<file path="config.mk">
export PLATFORM = sky130hd
export DESIGN_NAME = rv_decode_stage
export DESIGN_NICKNAME = d
export VERILOG_FILES = /design/src/rtl/rv_decode_stage.sv
export SDC_FILE = /design/constraint.sdc
export NUM_CORES = 1
export LEC_CHECK = 0
export CORE_ASPECT_RATIO = 1.4
export CORE_MARGIN = 2
export CORE_UTILIZATION = 45
export DETAILED_ROUTE_END_ITERATION = 8
export GPL_TIMING_DRIVEN = 0
export PLACE_DENSITY = 0.7
export SYNTH_ARGS = -nofsm -noshare
export SYNTH_HDL_FRONTEND = slang
export SYNTH_SLANG_ARGS = --single-unit
</file>
<file path="constraint.sdc">
create_clock -name clk -period 4.74 [get_ports clk]
set_input_delay 0.948 -clock clk [delete_from_list [all_inputs] [get_ports clk]]
set_output_delay 0.948 -clock clk [all_outputs]
set_load 0.02 [all_outputs]
</file>
<file path="src/rtl/rv_decode_stage.sv">
// RV32I decode stage: combinational decode of the incoming word into a DEPTH-entry output FIFO.
// Optional M-extension decode is enabled by defining RV_DECODE_M_EXT_EN.
module rv_decode_stage #(
    parameter int unsigned DEPTH = 2,
    parameter int unsigned PC_W  = 32
) (
    input  logic                       clk,
    input  logic                       rst_n,
    input  logic                       in_valid,
    output logic                       in_ready,
    input  logic [31:0]                in_inst,
    input  logic [PC_W-1:0]            in_pc,
    input  logic                       flush,
    output logic                       out_valid,
    input  logic                       out_ready,
    output logic [20:0]                out_ctrl,
    output logic [2:0]                 out_muldiv_op,
    output logic [4:0]                 out_rs1,
    output logic [4:0]                 out_rs2,
    output logic [4:0]                 out_rd,
    output logic [31:0]                out_imm,
    output logic [PC_W-1:0]            out_pc,
    output logic [$clog2(DEPTH):0]     count
);

    localparam int unsigned PTR_W = $clog2(DEPTH);
    localparam int unsigned CNT_W = PTR_W + 1;

    localparam logic [6:0] OP_R      = 7'b0110011;
    localparam logic [6:0] OP_IMM    = 7'b0010011;
    localparam logic [6:0] OP_LOAD   = 7'b0000011;
    localparam logic [6:0] OP_STORE  = 7'b0100011;
    localparam logic [6:0] OP_BRANCH = 7'b1100011;
    localparam logic [6:0] OP_JAL    = 7'b1101111;
    localparam logic [6:0] OP_JALR   = 7'b1100111;
    localparam logic [6:0] OP_LUI    = 7'b0110111;
    localparam logic [6:0] OP_AUIPC  = 7'b0010111;

    localparam logic [6:0] F7_BASE   = 7'b0000000;
    localparam logic [6:0] F7_ALT    = 7'b0100000;
    localparam logic [6:0] F7_MULDIV = 7'b0000001;

    localparam logic [2:0] IMM_NONE = 3'b000;
    localparam logic [2:0] IMM_I    = 3'b001;
    localparam logic [2:0] IMM_U    = 3'b010;
    localparam logic [2:0] IMM_S    = 3'b011;
    localparam logic [2:0] IMM_B    = 3'b100;
    localparam logic [2:0] IMM_J    = 3'b101;

    // alu_src = {op2[1:0], op1}; op2: 00 rs2, 01 imm, 10 constant 4; op1: 0 rs1, 1 pc
    localparam logic [2:0] SRC_RR    = 3'b000;
    localparam logic [2:0] SRC_RS1_I = 3'b010;
    localparam logic [2:0] SRC_PC_I  = 3'b011;
    localparam logic [2:0] SRC_PC_4  = 3'b101;

    localparam logic [3:0] ALU_ADD  = 4'b0000;
    localparam logic [3:0] ALU_SLT  = 4'b0010;
    localparam logic [3:0] ALU_PASS = 4'b0011;
    localparam logic [3:0] ALU_SUB  = 4'b1000;
    localparam logic [3:0] ALU_SLTU = 4'b1010;

    typedef struct packed {
        logic       mem_write;
        logic       mem_to_reg;
        logic       reg_write;
        logic [2:0] mem_op;
        logic [3:0] alu_op;
        logic [2:0] alu_src;
        logic [2:0] imm_op;
        logic [2:0] branch;
        logic       illegal;
        logic       is_muldiv;
    } ctrl_t;

    typedef struct packed {
        ctrl_t           ctrl;
        logic [2:0]      muldiv_op;
        logic [4:0]      rs1;
        logic [4:0]      rs2;
        logic [4:0]      rd;
        logic [31:0]     imm;
        logic [PC_W-1:0] pc;
    } entry_t;

    logic [6:0]  opcode;
    logic [2:0]  funct3;
    logic [6:0]  funct7;
    logic        f7_ok;
    logic        illegal_c;
    logic [3:0]  alu_rr_c;
    ctrl_t       ctrl_c;
    logic [2:0]  muldiv_op_c;
    logic [31:0] imm_c;
    entry_t      entry_c;

    entry_t           mem_q [DEPTH];
    entry_t           mem_d [DEPTH];
    logic [PTR_W-1:0] wptr_q, wptr_d;
    logic [PTR_W-1:0] rptr_q, rptr_d;
    logic [CNT_W-1:0] count_q, count_d;
    logic             push, pop;
    entry_t           head;

    assign opcode   = in_inst[6:0];
    assign funct3   = in_inst[14:12];
    assign funct7   = in_inst[31:25];
    assign f7_ok    = (funct7 == F7_BASE) || (funct7 == F7_ALT);
    // sltu is remapped so that 0011 is free for the lui pass-through op
    assign alu_rr_c = (funct3 == 3'b011) ? ALU_SLTU : {funct7[5], funct3};

    always_comb begin : decode
        ctrl_c      = '0;
        muldiv_op_c = 3'b000;
        illegal_c   = 1'b0;
        case (opcode)
            OP_R: begin
                if (funct7 == F7_MULDIV) begin
`ifdef RV_DECODE_M_EXT_EN
                    ctrl_c.is_muldiv = 1'b1;
                    ctrl_c.reg_write = 1'b1;
                    muldiv_op_c      = funct3;
`else
                    illegal_c = 1'b1;
`endif
                end else if (f7_ok) begin
                    ctrl_c.reg_write = 1'b1;
                    ctrl_c.alu_op    = alu_rr_c;
                end else begin
                    illegal_c = 1'b1;
                end
            end
            OP_IMM: begin
                ctrl_c.reg_write = 1'b1;
                ctrl_c.alu_src   = SRC_RS1_I;
                ctrl_c.imm_op    = IMM_I;
                if (funct3 == 3'b001 || funct3 == 3'b101) begin
                    ctrl_c.alu_op = {funct7[5], funct3};
                    illegal_c     = !f7_ok;
                end else begin
                    ctrl_c.alu_op = (funct3 == 3'b011) ? ALU_SLTU : {1'b0, funct3};
                end
            end
            OP_LOAD: begin
                ctrl_c.reg_write  = 1'b1;
                ctrl_c.mem_to_reg = 1'b1;
                ctrl_c.alu_src    = SRC_RS1_I;
                ctrl_c.imm_op     = IMM_I;
                case (funct3)
                    3'b000:  ctrl_c.mem_op = 3'b001;
                    3'b001:  ctrl_c.mem_op = 3'b010;
                    3'b010:  ctrl_c.mem_op = 3'b011;
                    3'b100:  ctrl_c.mem_op = 3'b101;
                    3'b101:  ctrl_c.mem_op = 3'b110;
                    default: illegal_c = 1'b1;
                endcase
            end
            OP_STORE: begin
                ctrl_c.mem_write = 1'b1;
                ctrl_c.alu_src   = SRC_RS1_I;
                ctrl_c.imm_op    = IMM_S;
                case (funct3)
                    3'b000:  ctrl_c.mem_op = 3'b001;
                    3'b001:  ctrl_c.mem_op = 3'b010;
                    3'b010:  ctrl_c.mem_op = 3'b011;
                    default: illegal_c = 1'b1;
                endcase
            end
            OP_BRANCH: begin
                ctrl_c.imm_op = IMM_B;
                ctrl_c.alu_src = SRC_RR;
                // alu_op carries the compare flavour since blt/bltu share a branch code
                case (funct3)
                    3'b000:  begin ctrl_c.branch = 3'b100; ctrl_c.alu_op = ALU_SUB;  end
                    3'b001:  begin ctrl_c.branch = 3'b101; ctrl_c.alu_op = ALU_SUB;  end
                    3'b100:  begin ctrl_c.branch = 3'b110; ctrl_c.alu_op = ALU_SLT;  end
                    3'b101:  begin ctrl_c.branch = 3'b111; ctrl_c.alu_op = ALU_SLT;  end
                    3'b110:  begin ctrl_c.branch = 3'b110; ctrl_c.alu_op = ALU_SLTU; end
                    3'b111:  begin ctrl_c.branch = 3'b111; ctrl_c.alu_op = ALU_SLTU; end
                    default: illegal_c = 1'b1;
                endcase
            end
            OP_JAL: begin
                ctrl_c.reg_write = 1'b1;
                ctrl_c.alu_src   = SRC_PC_4;
                ctrl_c.imm_op    = IMM_J;
                ctrl_c.branch    = 3'b001;
            end
            OP_JALR: begin
                ctrl_c.reg_write = 1'b1;
                ctrl_c.alu_src   = SRC_PC_4;
                ctrl_c.imm_op    = IMM_I;
                ctrl_c.branch    = 3'b010;
                illegal_c        = (funct3 != 3'b000);
            end
            OP_LUI: begin
                ctrl_c.reg_write = 1'b1;
                ctrl_c.alu_src   = SRC_RS1_I;
                ctrl_c.imm_op    = IMM_U;
                ctrl_c.alu_op    = ALU_PASS;
            end
            OP_AUIPC: begin
                ctrl_c.reg_write = 1'b1;
                ctrl_c.alu_src   = SRC_PC_I;
                ctrl_c.imm_op    = IMM_U;
                ctrl_c.alu_op    = ALU_ADD;
            end
            default: illegal_c = 1'b1;
        endcase
        if (illegal_c) begin
            ctrl_c         = '0;
            ctrl_c.illegal = 1'b1;
            muldiv_op_c    = 3'b000;
        end
    end

    always_comb begin : imm_gen
        imm_c = 32'h0;
        case (ctrl_c.imm_op)
            IMM_I:   imm_c = {{20{in_inst[31]}}, in_inst[31:20]};
            IMM_U:   imm_c = {in_inst[31:12], 12'h000};
            IMM_S:   imm_c = {{20{in_inst[31]}}, in_inst[31:25], in_inst[11:7]};
            IMM_B:   imm_c = {{19{in_inst[31]}}, in_inst[31], in_inst[7], in_inst[30:25],
                              in_inst[11:8], 1'b0};
            IMM_J:   imm_c = {{11{in_inst[31]}}, in_inst[31], in_inst[19:12], in_inst[20],
                              in_inst[30:21], 1'b0};
            IMM_NONE: imm_c = 32'h0;
            default: imm_c = 32'h0;
        endcase
    end

    always_comb begin : entry_pack
        entry_c           = '0;
        entry_c.ctrl      = ctrl_c;
        entry_c.muldiv_op = muldiv_op_c;
        entry_c.rs1       = in_inst[19:15];
        entry_c.rs2       = in_inst[24:20];
        entry_c.rd        = in_inst[11:7];
        entry_c.imm       = imm_c;
        entry_c.pc        = in_pc;
    end

    assign out_valid = (count_q != '0);
    assign in_ready  = (count_q != CNT_W'(DEPTH));
    assign push      = in_valid && in_ready;
    assign pop       = out_valid && out_ready;

    // flush wins over any same-cycle push or pop
    always_comb begin : fifo_next
        mem_d   = mem_q;
        wptr_d  = wptr_q;
        rptr_d  = rptr_q;
        count_d = count_q;
        if (flush) begin
            wptr_d  = '0;
            rptr_d  = '0;
            count_d = '0;
        end else begin
            if (push) begin
                mem_d[wptr_q] = entry_c;
                wptr_d        = wptr_q + PTR_W'(1);
            end
            if (pop) begin
                rptr_d = rptr_q + PTR_W'(1);
            end
            count_d = count_q + CNT_W'(push) - CNT_W'(pop);
        end
    end

    always_ff @(posedge clk or negedge rst_n) begin
        if (!rst_n) begin
            wptr_q  <= '0;
            rptr_q  <= '0;
            count_q <= '0;
            for (int i = 0; i < int'(DEPTH); i++) begin
                mem_q[i] <= '0;
            end
        end else begin
            wptr_q  <= wptr_d;
            rptr_q  <= rptr_d;
            count_q <= count_d;
            mem_q   <= mem_d;
        end
    end

    // head fields are gated so an empty buffer presents all zeros
    assign head          = mem_q[rptr_q];
    assign out_ctrl      = out_valid ? head.ctrl      : '0;
    assign out_muldiv_op = out_valid ? head.muldiv_op : 3'b000;
    assign out_rs1       = out_valid ? head.rs1       : 5'd0;
    assign out_rs2       = out_valid ? head.rs2       : 5'd0;
    assign out_rd        = out_valid ? head.rd        : 5'd0;
    assign out_imm       = out_valid ? head.imm       : 32'h0;
    assign out_pc        = out_valid ? head.pc        : '0;
    assign count         = count_q;

endmodule

</file>
# ---- Word-level counts from Yosys, hierarchy flattened
# Index checks and enable logic that the tools add are counted.
# Widths: inputs -> output; s select.
dict set report word_totals {
  register_bits 210
  in_bits 69
  out_inout_bits 107
  word_cells 138
}
dict set report op_classes {
  add_sub_neg 4
  n_lt_le_gt_ge 3
  eq_ne 24
  mux 45
  bitwise 3
  n_reduce_logical 24
}
# cell count
set ops {}
lappend ops {{$mux 103} 4}
lappend ops {{$bwmux 206} 1}
lappend ops {{$pmux 32 s5} 1}
lappend ops {{$demux 103 s1} 1}
lappend ops {{$mux 32} 2}
lappend ops {{$mux 21} 2}
lappend ops {{$pmux 6 s7} 1}
lappend ops {{$eq 7x6->1 const B} 4}
lappend ops {{$eq 7x7->1 const B} 3}
lappend ops {{$mux 4} 5}
lappend ops {{$eq 3x3->1 const B} 6}
lappend ops {{$pmux 4 s4} 1}
lappend ops {{$mux 5} 3}
lappend ops {{$pmux 3 s5} 1}
lappend ops {{$eq 7x5->1 const B} 2}
lappend ops {{$mux 1} 14}
lappend ops {{$eq 3x2->1 const B} 4}
lappend ops {{$pmux 3 s4} 1}
lappend ops {{$pmux 4 s3} 1}
lappend ops {{$reduce_or 2->1} 6}
lappend ops {{$reduce_or 6->1} 2}
lappend ops {{$pmux 3 s3} 1}
lappend ops {{$eq 7x1->1 const B} 1}
lappend ops {{$eq 7x2->1 const B} 1}
lappend ops {{25 further kinds} 35}

# ---- Depth between registers and ports, before layout
# Gate-level depths: netlist (run 1).
dict set report logic_depth {
  word_depth 9
  ltp_mapped 11
  depth_no_buf 9
}

# ---- Worst setup path after synthesis (run 1)
# No wires, ideal clock.
dict set report synth_timing {
  path_kind {input to register}
  start {in in_inst[13]}
  end {reg mem_q[162] (netlist bit)}
  setup_time_ns 0.124
  t_arrival_ns 2.962
  required_ns 4.616
  setup_slack_ns 1.654
  stages 11
  n_path_buf 3
  cell_sequence {clkbuf_1 inv_1 ha_1 nand2_1 a31oi_1 or4_4 and4_4 buf_6 a211oi_4 buf_6 a21oi_1}
}
dict set report synth_via {
  elab_chain_cells 8
  elab_cells_between_ends 25
  cone_classes {eq/ne (11); mux (8); reduce/logical (6)}
}
# element line
set synth_lines {}
lappend synth_lines {{start: declaration} 11} ;# input logic [31:0] in_inst,
lappend synth_lines {{$eq 3x1->1 (tied with other cells)} -}
lappend synth_lines {{$reduce_or 6->1 (no line) (tied with other cells)} -}
lappend synth_lines {{$mux 1, on equally long branches} -}
lappend synth_lines {{$pmux 1 s7 (*)} 115} ;# case (opcode)
lappend synth_lines {{$mux 21 (*)} 209} ;# if (illegal_c) begin
lappend synth_lines {{$eq 3x3->1 (tied with other cells)} 218} ;# case (ctrl_c.imm_op)
lappend synth_lines {{$pmux 32 s5 (*)} 218}
lappend synth_lines {{$bwmux 206 (*)} 259} ;# mem_d[wptr_q] = entry_c;
lappend synth_lines {{end signal: assignment} 281} ;# mem_q <= mem_d;
lappend synth_lines {{end: declaration} 96} ;# entry_t mem_q [DEPTH];
# Mark *: on every way between the ends. The rest lies on a longest branch, timed or not.
# A chain may end at the register's enable or synchronous reset.

# ---- Final worst setup path (run 1)
dict set report layout_timing {
  start {reg count_q[1] (netlist: count[1])}
  end {out out_pc[23]}
}
dict set report layout_via {
  elab_chain_cells 2
}
# element line
set layout_lines {}
lappend layout_lines {{start: declaration} 100} ;# logic [CNT_W-1:0] count_q, count_d;
lappend layout_lines {{start signal: assignment} 280} ;# count_q <= count_d;
lappend layout_lines {{$reduce_bool 2->1} 242} ;# assign out_valid = (count_q != '0);
lappend layout_lines {{$mux 32} 293} ;# assign out_pc = out_valid ? head.pc : '0;
lappend layout_lines {{end: declaration} 22} ;# output logic [PC_W-1:0] out_pc,
# No other way between the ends.

==> impl_metrics.ini, run 1 <==
[routing]
drc_errors = 0
wl_per_cell_microns = 18.66
first_pass_iters = 6
drtAntennaViolNets = 0
via_per_inst = 5.378
vias = 8959
drtIter0Drc = 687
wl_microns = 31090

[sta]
relSlewSlack_pct = 16.53
hold_viol = 0
max_freq_mhz = 232.1
slew_violations = 0
period_share_pct = 90.89
fin_tns_setup_ps = 0
skew_ps = 6.272
holdWs_ps = 405.5
tightest_slew_ps = 1249
period_minus_slack_ps = 4308
finalSetupViolations = 0
rsz0062_at_grt = false

[grt]
overflow = 0
grt_first_pass_wirelength_microns = 48490
track_usage_pct = 26.43
grt_max_degree = 116
antenna_found_initial = 0
grt_pass1_vias = 8886

[critical_path]
start_kind = register
worstReg2RegEnd = mem_q[30]$_DFFE_PN0P_
cp_data_arrival_time_ps = 3360
worstReg2RegStart = count[0]$_DFF_PN0_
endpoint = out_pc[23]
reg2reg_depth = 7
crit_fanout = 10
cp_data_required_time_ps = 3790
worstSetupPathType = reg -> out
crit_start = count[1]$_DFF_PN0_
rrSetupSlack_ps = 1460
endpoint_kind = primary output

[cts]
cts_tree = yes
ctsHtreeMaxLevel = 1
cts_max_path_buffers = 3
post-cts-setup-buffers = 0
path_clk_slew_ps = 60
cts_resized = 0
clkSinkCount = 202
clockRootBuffer = clkbuf_16
cts_buffers = 22
insertion_delay_ps = 500
hold_buffers = 0

[placement]
place_area_sq_um = 12120
hpwl_microns = 22510
port_buffers = 167
gp_congestion = 0.9458

[floorplan]
start_util_pct = 45.91
fp-row-count = 64
io_pins = 176
die_y_microns = 180.7
die_area_sq_um = 23530
die_w_microns = 130.2
core-area_sq_um = 21860

[finish]
nets = 1433
syn_to_final_growth_pct = 27.42
n_antenna_cell = 0
final_layout_size_suffix_gt1_share_pct = 4.602
final_area_sq_um = 12790
postLayoutCoreUtil_pct = 58.50

[run]
drv_cap = 0

[yosys]
syn_inst = 1161
syn_avg_cell_area_sq_um = 8.645
yosysUniqueCellTypes = 52
synth_edf_count = 0
async_reset_ff_share_pct = 100.0
yosysWarnings = 0
ys_seq_area_share_pct = 50.36
ys_ff_latch = 202
synth_flop_cell = dfrtp_1
netlist_area_sq_um = 10040

[power_and_ir_drop]
p_leak_nw = 5.555
vdd_drop_max_uv = 256.3
cellPowerDensity_nw_per_um2 = 536.0

[min_path]
worstHoldPathType = in -> async

[status]
status = complete, no violations
## cell type report
type | count | area [sq um]
buffer | 87 | 385.4
clock buffer | 34 | 646.9
clock inverter | 3 | 18.77
fill | 2018 | 9071
inverter | 7 | 26.28
multi-input combinational | 868 | 4582
sequential | 202 | 5055
tap | 297 | 371.6
timing repair buffer | 168 | 1704
## sequential cells by signal (all words and copies together) (netlist names)
signal  count
wptr_q      1
mem_q     198
rptr_q      1
count       2
## power by group
group | leakage [nW] | switching [mW] | internal [mW] | total [mW]
logic | 2.61 | 1.57 | 1.12 | 2.69
clock network | 0.326 | 0.686 | 0.934 | 1.62
registers | 2.62 | 0.286 | 2.26 | 2.54
total | 5.55 | 2.54 | 4.31 | 6.85
## cells by family (layout without fill, tap and decap cells)
kind of cell | after synthesis | count (layout) | synth area share, %
simple gates | 580 | 580 | 22.99
compound gates | 164 | 164 | 10.28
flops | 202 | 202 | 50.36
buf+inv | 94 | 299 | 4.101
fa+ha+maj | 8 | 8 | 0.9973
other cells | 1 | 4 | 0.03736
mux | 108 | 108 | 10.88
xor+xnor | 4 | 4 | 0.3491
## stage by stage
stage | cells | power, mW | setup WS (ps)
after floorplan | 1164 | 4.156 | 1654
after global placement | 1628 | 5.214 | -5723
after detailed placement | 1629 | 5.274 | 509.1
after CTS | 1666 | 6.896 | 315.5
after global routing | 1666 | 7.273 | 150.9
final | 1666 | 6.855 | 432.1
## synth_stat cells (all sizes together) (5+ instances only)
master / number / area (sq um)
nand3: 6 / 30.03
nand2: 422 / 1584
a21oi: 47 / 235.2
nor3: 5 / 30.03
o21ai: 35 / 175.2
dfrtp: 202 / 5055
inv: 7 / 26.28
clkbuf: 60 / 226.5
buf: 27 / 158.9
o31ai: 19 / 142.6
nand4: 6 / 37.54
a22oi: 6 / 45.04
o22ai: 22 / 137.6
ha: 8 / 100.1
mux2i: 99 / 991.0
nor2: 121 / 454.2
mux2: 9 / 101.4
o211ai: 17 / 127.6
## per-layer routing
metal	GRT usage (%)	up-vias	share of wire [%]
met3	3.317	61	6.1
met1	33.31	4334	40
met4	10.11	0	3.4
li1	-	4231	-
met5	0	-	0
met2	45.88	333	51
## critical path: stages, from the launching register on
cell	delay, ps
dfrtp_1	430
nor2_1	780
clkbuf_1	500
clkbuf_1	460
nor2_1	130
clkdlybuf4s50_1	560
## placed cells by master (no fill, tap or decap), drive strengths merged, types with 17 or more instances in the layout
master,n
o22ai,22
nand2,422
o211ai,17
clkdlybuf4s50,166
a21oi,47
clkbuf,94
mux2i,99
nor2,121
dfrtp,202
o31ai,19
o21ai,35
buf,29
## how the worst min path moves through the flow
stage                                         to  slack, ps  cells after the start
after floorplan           mem_q[103]$_DFFE_PN0P_        440                      2
after global placement    mem_q[105]$_DFFE_PN0P_        460                      2
after detailed placement   mem_q[26]$_DFFE_PN0P_        460                      2
after CTS                 mem_q[160]$_DFFE_PN0P_        460                      1
after global routing       mem_q[57]$_DFFE_PN0P_        470                      1
final                     mem_q[160]$_DFFE_PN0P_        410                      1
Note: power is estimated with default switching activity, not from simulation.
==> inputs of run 2 (changes only) <==
--- a/config.mk
+++ b/config.mk
@@ -10,6 +10,7 @@
 export CORE_UTILIZATION = 45
 export DETAILED_ROUTE_END_ITERATION = 8
 export GPL_TIMING_DRIVEN = 0
+export MAX_ROUTING_LAYER = met4
 export PLACE_DENSITY = 0.7
 export SYNTH_ARGS = -nofsm -noshare
 export SYNTH_HDL_FRONTEND = slang
==> constraint.sdc (replaced) <==
create_clock -name clk -period 4.98 [get_ports clk]
set_input_delay 0.996 -clock clk [delete_from_list [all_inputs] [get_ports clk]]
set_output_delay 0.996 -clock clk [all_outputs]
set_load 0.02 [all_outputs]
==> impl_metrics.ini, run 2 (same netlist as run 1, synthesis figures left out) <==
[routing]
drtAntennaViolNets = 0
vias = 8919
wl_per_cell_microns = 18.62
drtIter0Drc = 579
drc_errors = 0
wl_microns = 30930
via_per_inst = 5.370
first_pass_iters = 7

[placement]
gp_congestion = 0.9535
post-place-ws_ps = 657.0
place_area_sq_um = 12120
placed_cells = 1629
port_buffers = 167
hpwl_microns = 22540

[sta]
skew_ps = 8.808
finalSetupViolations = 0
max_freq_mhz = 222.5
tightest_slew_ps = 1214
holdWs_ps = 472.0
relSlewSlack_pct = 18.87
period_minus_slack_ps = 4494
period_share_pct = 90.24
fin_ws_ps = 485.8
rsz0062_at_grt = false
slew_violations = 0
hold_viol = 0

[finish]
top_register = mem_q
fin_cells = 1661
final_area_sq_um = 12700
syn_to_final_growth_pct = 26.51
seqCellArea_sq_um = 5055
final_common_cell = nand2_1
postLayoutCoreUtil_pct = 58.09
n_antenna_cell = 0
final_layout_size_suffix_gt1_share_pct = 4.252
multi_input_area_sq_um = 4582
largest_reg_flops = 198
nFillCells = 2000
mostFrequentLayoutCells = 422 x nand2_1, 202 x dfrtp_1, 166 x clkdlybuf4s50_1
nets = 1432

[power_and_ir_drop]
power_frac_comb_pct = 40.2
vdd_drop_max_uv = 319.7
pwr-share-seq_pct = 37.9
p_sw_share_pct = 37.55
cellPowerDensity_nw_per_um2 = 502.8
clockPowerShare_pct = 21.9
internal_power_mw = 3.987
p_leak_nw = 5.509
switching_power_mw = 2.398

[cts]
cts_tree = yes
cts_max_path_buffers = 3
ctsHtreeMaxLevel = 1
cts_resized = 0
clockRootBuffer = clkbuf_16
insertion_delay_ps = 500
post-cts-setup-buffers = 0
clkSinkCount = 202
hold_buffers = 0
cts_buffers = 21
path_clk_slew_ps = 60

[floorplan]
start_util_pct = 45.91
fp-row-count = 64
io_pins = 176
core-area_sq_um = 21860
die_y_microns = 180.7
die_w_microns = 130.2
die_area_sq_um = 23530

[critical_path]
start_kind = register
worstSetupPathType = reg -> out
endpoint_kind = primary output
crit_fanout = 10
cp_data_required_time_ps = 3980
cp_data_arrival_time_ps = 3500

[grt]
track_usage_pct = 26.87
grt_max_degree = 116
grt_first_pass_wirelength_microns = 47870
grt_pass1_vias = 8693
overflow = 0
antenna_found_initial = 0

[min_path]
worstHoldPathType = reg -> reg

[status]
status = complete, no violations

[run]
drv_cap = 0
run 2: cell count changes in the layout (fill, tap and decap cells not counted):
cell | previous run | this run
clkbuf_8 | 3 | 0
clkbuf_16 | 23 | 21
clkinv_4 | 1 | 0
inv_6 | 0 | 1
run 2: final cells by class:
| class | instances | area share (%) |
|---|---|---|
| flip-flops and latches | 202 | 39.81 |
| plain buffers | 87 | 3.035 |
| well taps | 297 | 2.926 |
| inverters | 7 | 0.2069 |
| multi-input cells | 868 | 36.08 |
| repair buffers | 168 | 13.42 |
| clock buffers | 29 | 4.375 |
| clock inverters | 3 | 0.1478 |
run 2: path summary, 6_finish.rpt:
| kind | start | end | slack, ps | cells past startpoint |
|---|---|---|---|---|
| worst max-delay path | count[1]$_DFF_PN0_ | out_pc[23] | 490 | 5 |
| worst max register to register | count[0]$_DFF_PN0_ | mem_q[83]$_DFFE_PN0P_ | 1740 | 6 |
| worst min-delay path | mem_q[168]$_DFFE_PN0P_ | mem_q[168]$_DFFE_PN0P_ | 470 | 2 |
| max in group asynchronous | rst_n | mem_q[26]$_DFFE_PN0P_ | 3450 | 2 |
| worst min register to register | mem_q[168]$_DFFE_PN0P_ | mem_q[168]$_DFFE_PN0P_ | 470 | 2 |
| min in group asynchronous | rst_n | mem_q[157]$_DFFE_PN0P_ | 500 | 1 |
run 2: per-layer routing:
| layer | wire [microns] | track usage [%] | vias up |
|---|---|---|---|
| li1 | - | - | 4225 |
| met1 | 12550 | 33.35 | 4339 |
| met2 | 15830 | 45.93 | 306 |
| met3 | 1725 | 3.050 | 49 |
| met4 | 822 | 8.086 | 0 |
| met5 | 0 | - | - |
run 2: power by group through the flow:
stage	clock network, mW	registers [mW]	logic (mW)
2_1_floorplan	0	2.38	1.58
3_3_place_gp	0	2.43	2.54
3_5_place_dp	0	2.45	2.57
4_1_cts	1.42	2.42	2.59
5_1_grt	1.48	2.48	2.80
6_report	1.40	2.42	2.57
run 2: stage by stage:
step | setup TNS, ps | total power [mW]
after CTS | 0 | 6.421
after floorplan | 0 | 3.956
after global placement | -1111620 | 4.965
final | 0 | 6.385
after global routing | 0 | 6.761
after detailed placement | 0 | 5.019
run 2: critical path: stages (launching register included):
cell and delay [ps]:
dfrtp_1 430, nor2_1 880, clkbuf_1 510, clkbuf_1 470, nor2_1 140, clkdlybuf4s50_1 560
==> inputs of run 3 (changes only) <==
--- a/config.mk
+++ b/config.mk
@@ -6,7 +6,7 @@
 export NUM_CORES = 1
 export LEC_CHECK = 0
 export CORE_ASPECT_RATIO = 1.4
-export CORE_MARGIN = 2
+export CORE_MARGIN = 8
 export CORE_UTILIZATION = 45
 export DETAILED_ROUTE_END_ITERATION = 8
 export GPL_TIMING_DRIVEN = 0
==> impl_metrics.ini, run 3 (same netlist as run 1, synthesis figures left out) <==
[placement]
port_buffers = 167
place_area_sq_um = 12120
hpwl_microns = 23670
gp_congestion = 0.9522

[cts]
hold_buffers = 0
cts_resized = 0
post-cts-setup-buffers = 0
clkSinkCount = 202
path_clk_slew_ps = 60
insertion_delay_ps = 490
ctsHtreeMaxLevel = 1
cts_tree = yes
cts_max_path_buffers = 3
cts_buffers = 21
clockRootBuffer = clkbuf_16

[finish]
final_area_sq_um = 12730
n_antenna_cell = 0
top_register = mem_q
nets = 1432
final_common_cell = nand2_1
largest_reg_flops = 198
syn_to_final_growth_pct = 26.86
final_layout_size_suffix_gt1_share_pct = 4.326
mostFrequentLayoutCells = 422 x nand2_1, 202 x dfrtp_1, 166 x clkdlybuf4s50_1

[sta]
max_freq_mhz = 229.3
tightest_slew_ps = 1242
period_share_pct = 87.57
period_minus_slack_ps = 4361
hold_viol = 0
relSlewSlack_pct = 17.02
skew_ps = 13.91
rsz0062_at_grt = false
holdWs_ps = 472.9
fin_tns_setup_ps = 0
slew_violations = 0
finalSetupViolations = 0

[routing]
first_pass_iters = 6
drtAntennaViolNets = 0
via_per_inst = 5.342
wl_microns = 32110
vias = 8873
drtIter0Drc = 580
drc_errors = 0
wl_per_cell_microns = 19.33

[power_and_ir_drop]
p_leak_nw = 5.525
cellPowerDensity_nw_per_um2 = 508.4
vdd_drop_max_uv = 333.4

[grt]
antenna_found_initial = 0
grt_first_pass_wirelength_microns = 50760
grt_max_degree = 104
track_usage_pct = 24.32
grt_pass1_vias = 9127
overflow = 0

[status]
status = complete, no violations

[critical_path]
rrSetupSlack_ps = 1710
worstSetupPathType = reg -> out
start_kind = register
cp_data_required_time_ps = 3980
cp_data_arrival_time_ps = 3360
endpoint_kind = primary output
slowest_stage = nor2_1
max_stage_delay_ps = 840
crit_fanout = 10
crit_chain = nor2_1 > clkbuf_1 > clkbuf_1 > nor2_1 > clkdlybuf4s50_1

[floorplan]
fp-row-count = 64
core-area_sq_um = 21860
die_y_microns = 192.7
die_w_microns = 142.2
start_util_pct = 45.91
io_pins = 176
die_area_sq_um = 27410

[min_path]
worstHoldPathType = reg -> reg

[run]
drv_cap = 0
[run 3: layout make-up]
| class | count | area (sq um) |
|---|---|---|
| Fill cell | 2037 | 9128 |
| Sequential cell | 202 | 5055 |
| Multi-Input combinational cell | 868 | 4582 |
| Timing Repair Buffer | 168 | 1704 |
| Clock buffer | 29 | 565.5 |
| Buffer | 87 | 385.4 |
| Tap cell | 297 | 371.6 |
| Clock inverter | 3 | 43.79 |
| Inverter | 7 | 26.28 |
[run 3: final timing paths]
kind,from,end,cells after the start
worst min register to register,mem_q[10]$_DFFE_PN0P_,mem_q[10]$_DFFE_PN0P_,2
worst max register to register,count[0]$_DFF_PN0_,mem_q[68]$_DFFE_PN0P_,7
max in group asynchronous,rst_n,mem_q[26]$_DFFE_PN0P_,2
worst min-delay path,mem_q[10]$_DFFE_PN0P_,mem_q[10]$_DFFE_PN0P_,2
worst max-delay path,count[1]$_DFF_PN0_,out_pc[23],5
min in group asynchronous,rst_n,mem_q[150]$_DFFE_PN0P_,1
[run 3: through the flow]
step | total power, mW | util, % | worst slack (ps) | std cells
floorplan | 3.956 | - | 1846 | 1164
global placement | 4.983 | 55.31 | -5552 | 1628
detailed placement | 5.044 | 55.46 | 687.4 | 1629
CTS | 6.522 | 58.25 | 556.5 | 1661
global route | 6.862 | 58.25 | 422.7 | 1661
finish | 6.473 | 58.25 | 619.2 | 1661
[run 3: worst max-delay path: cells and delay by family (launching register included)]
family	cells	cell delay [ps]
simple gates	2	970
flops	1	420
buf+inv	3	1470
[run 3: report_power, final]
group          internal, mW  switching [mW]
clock                 0.839           0.637
sequential             2.15           0.267
combinational          1.06            1.52
[run 3: routing by layer]
metal	part of all wire [%]	vias to the layer above	routed length, microns	global-route usage [%]
met5	0	-	0	-
met4	2.9	0	932	8.164
met3	4.7	53	1503	2.822
met2	51	246	16420	43.03
met1	41	4354	13260	28.13
li1	-	4220	-	-
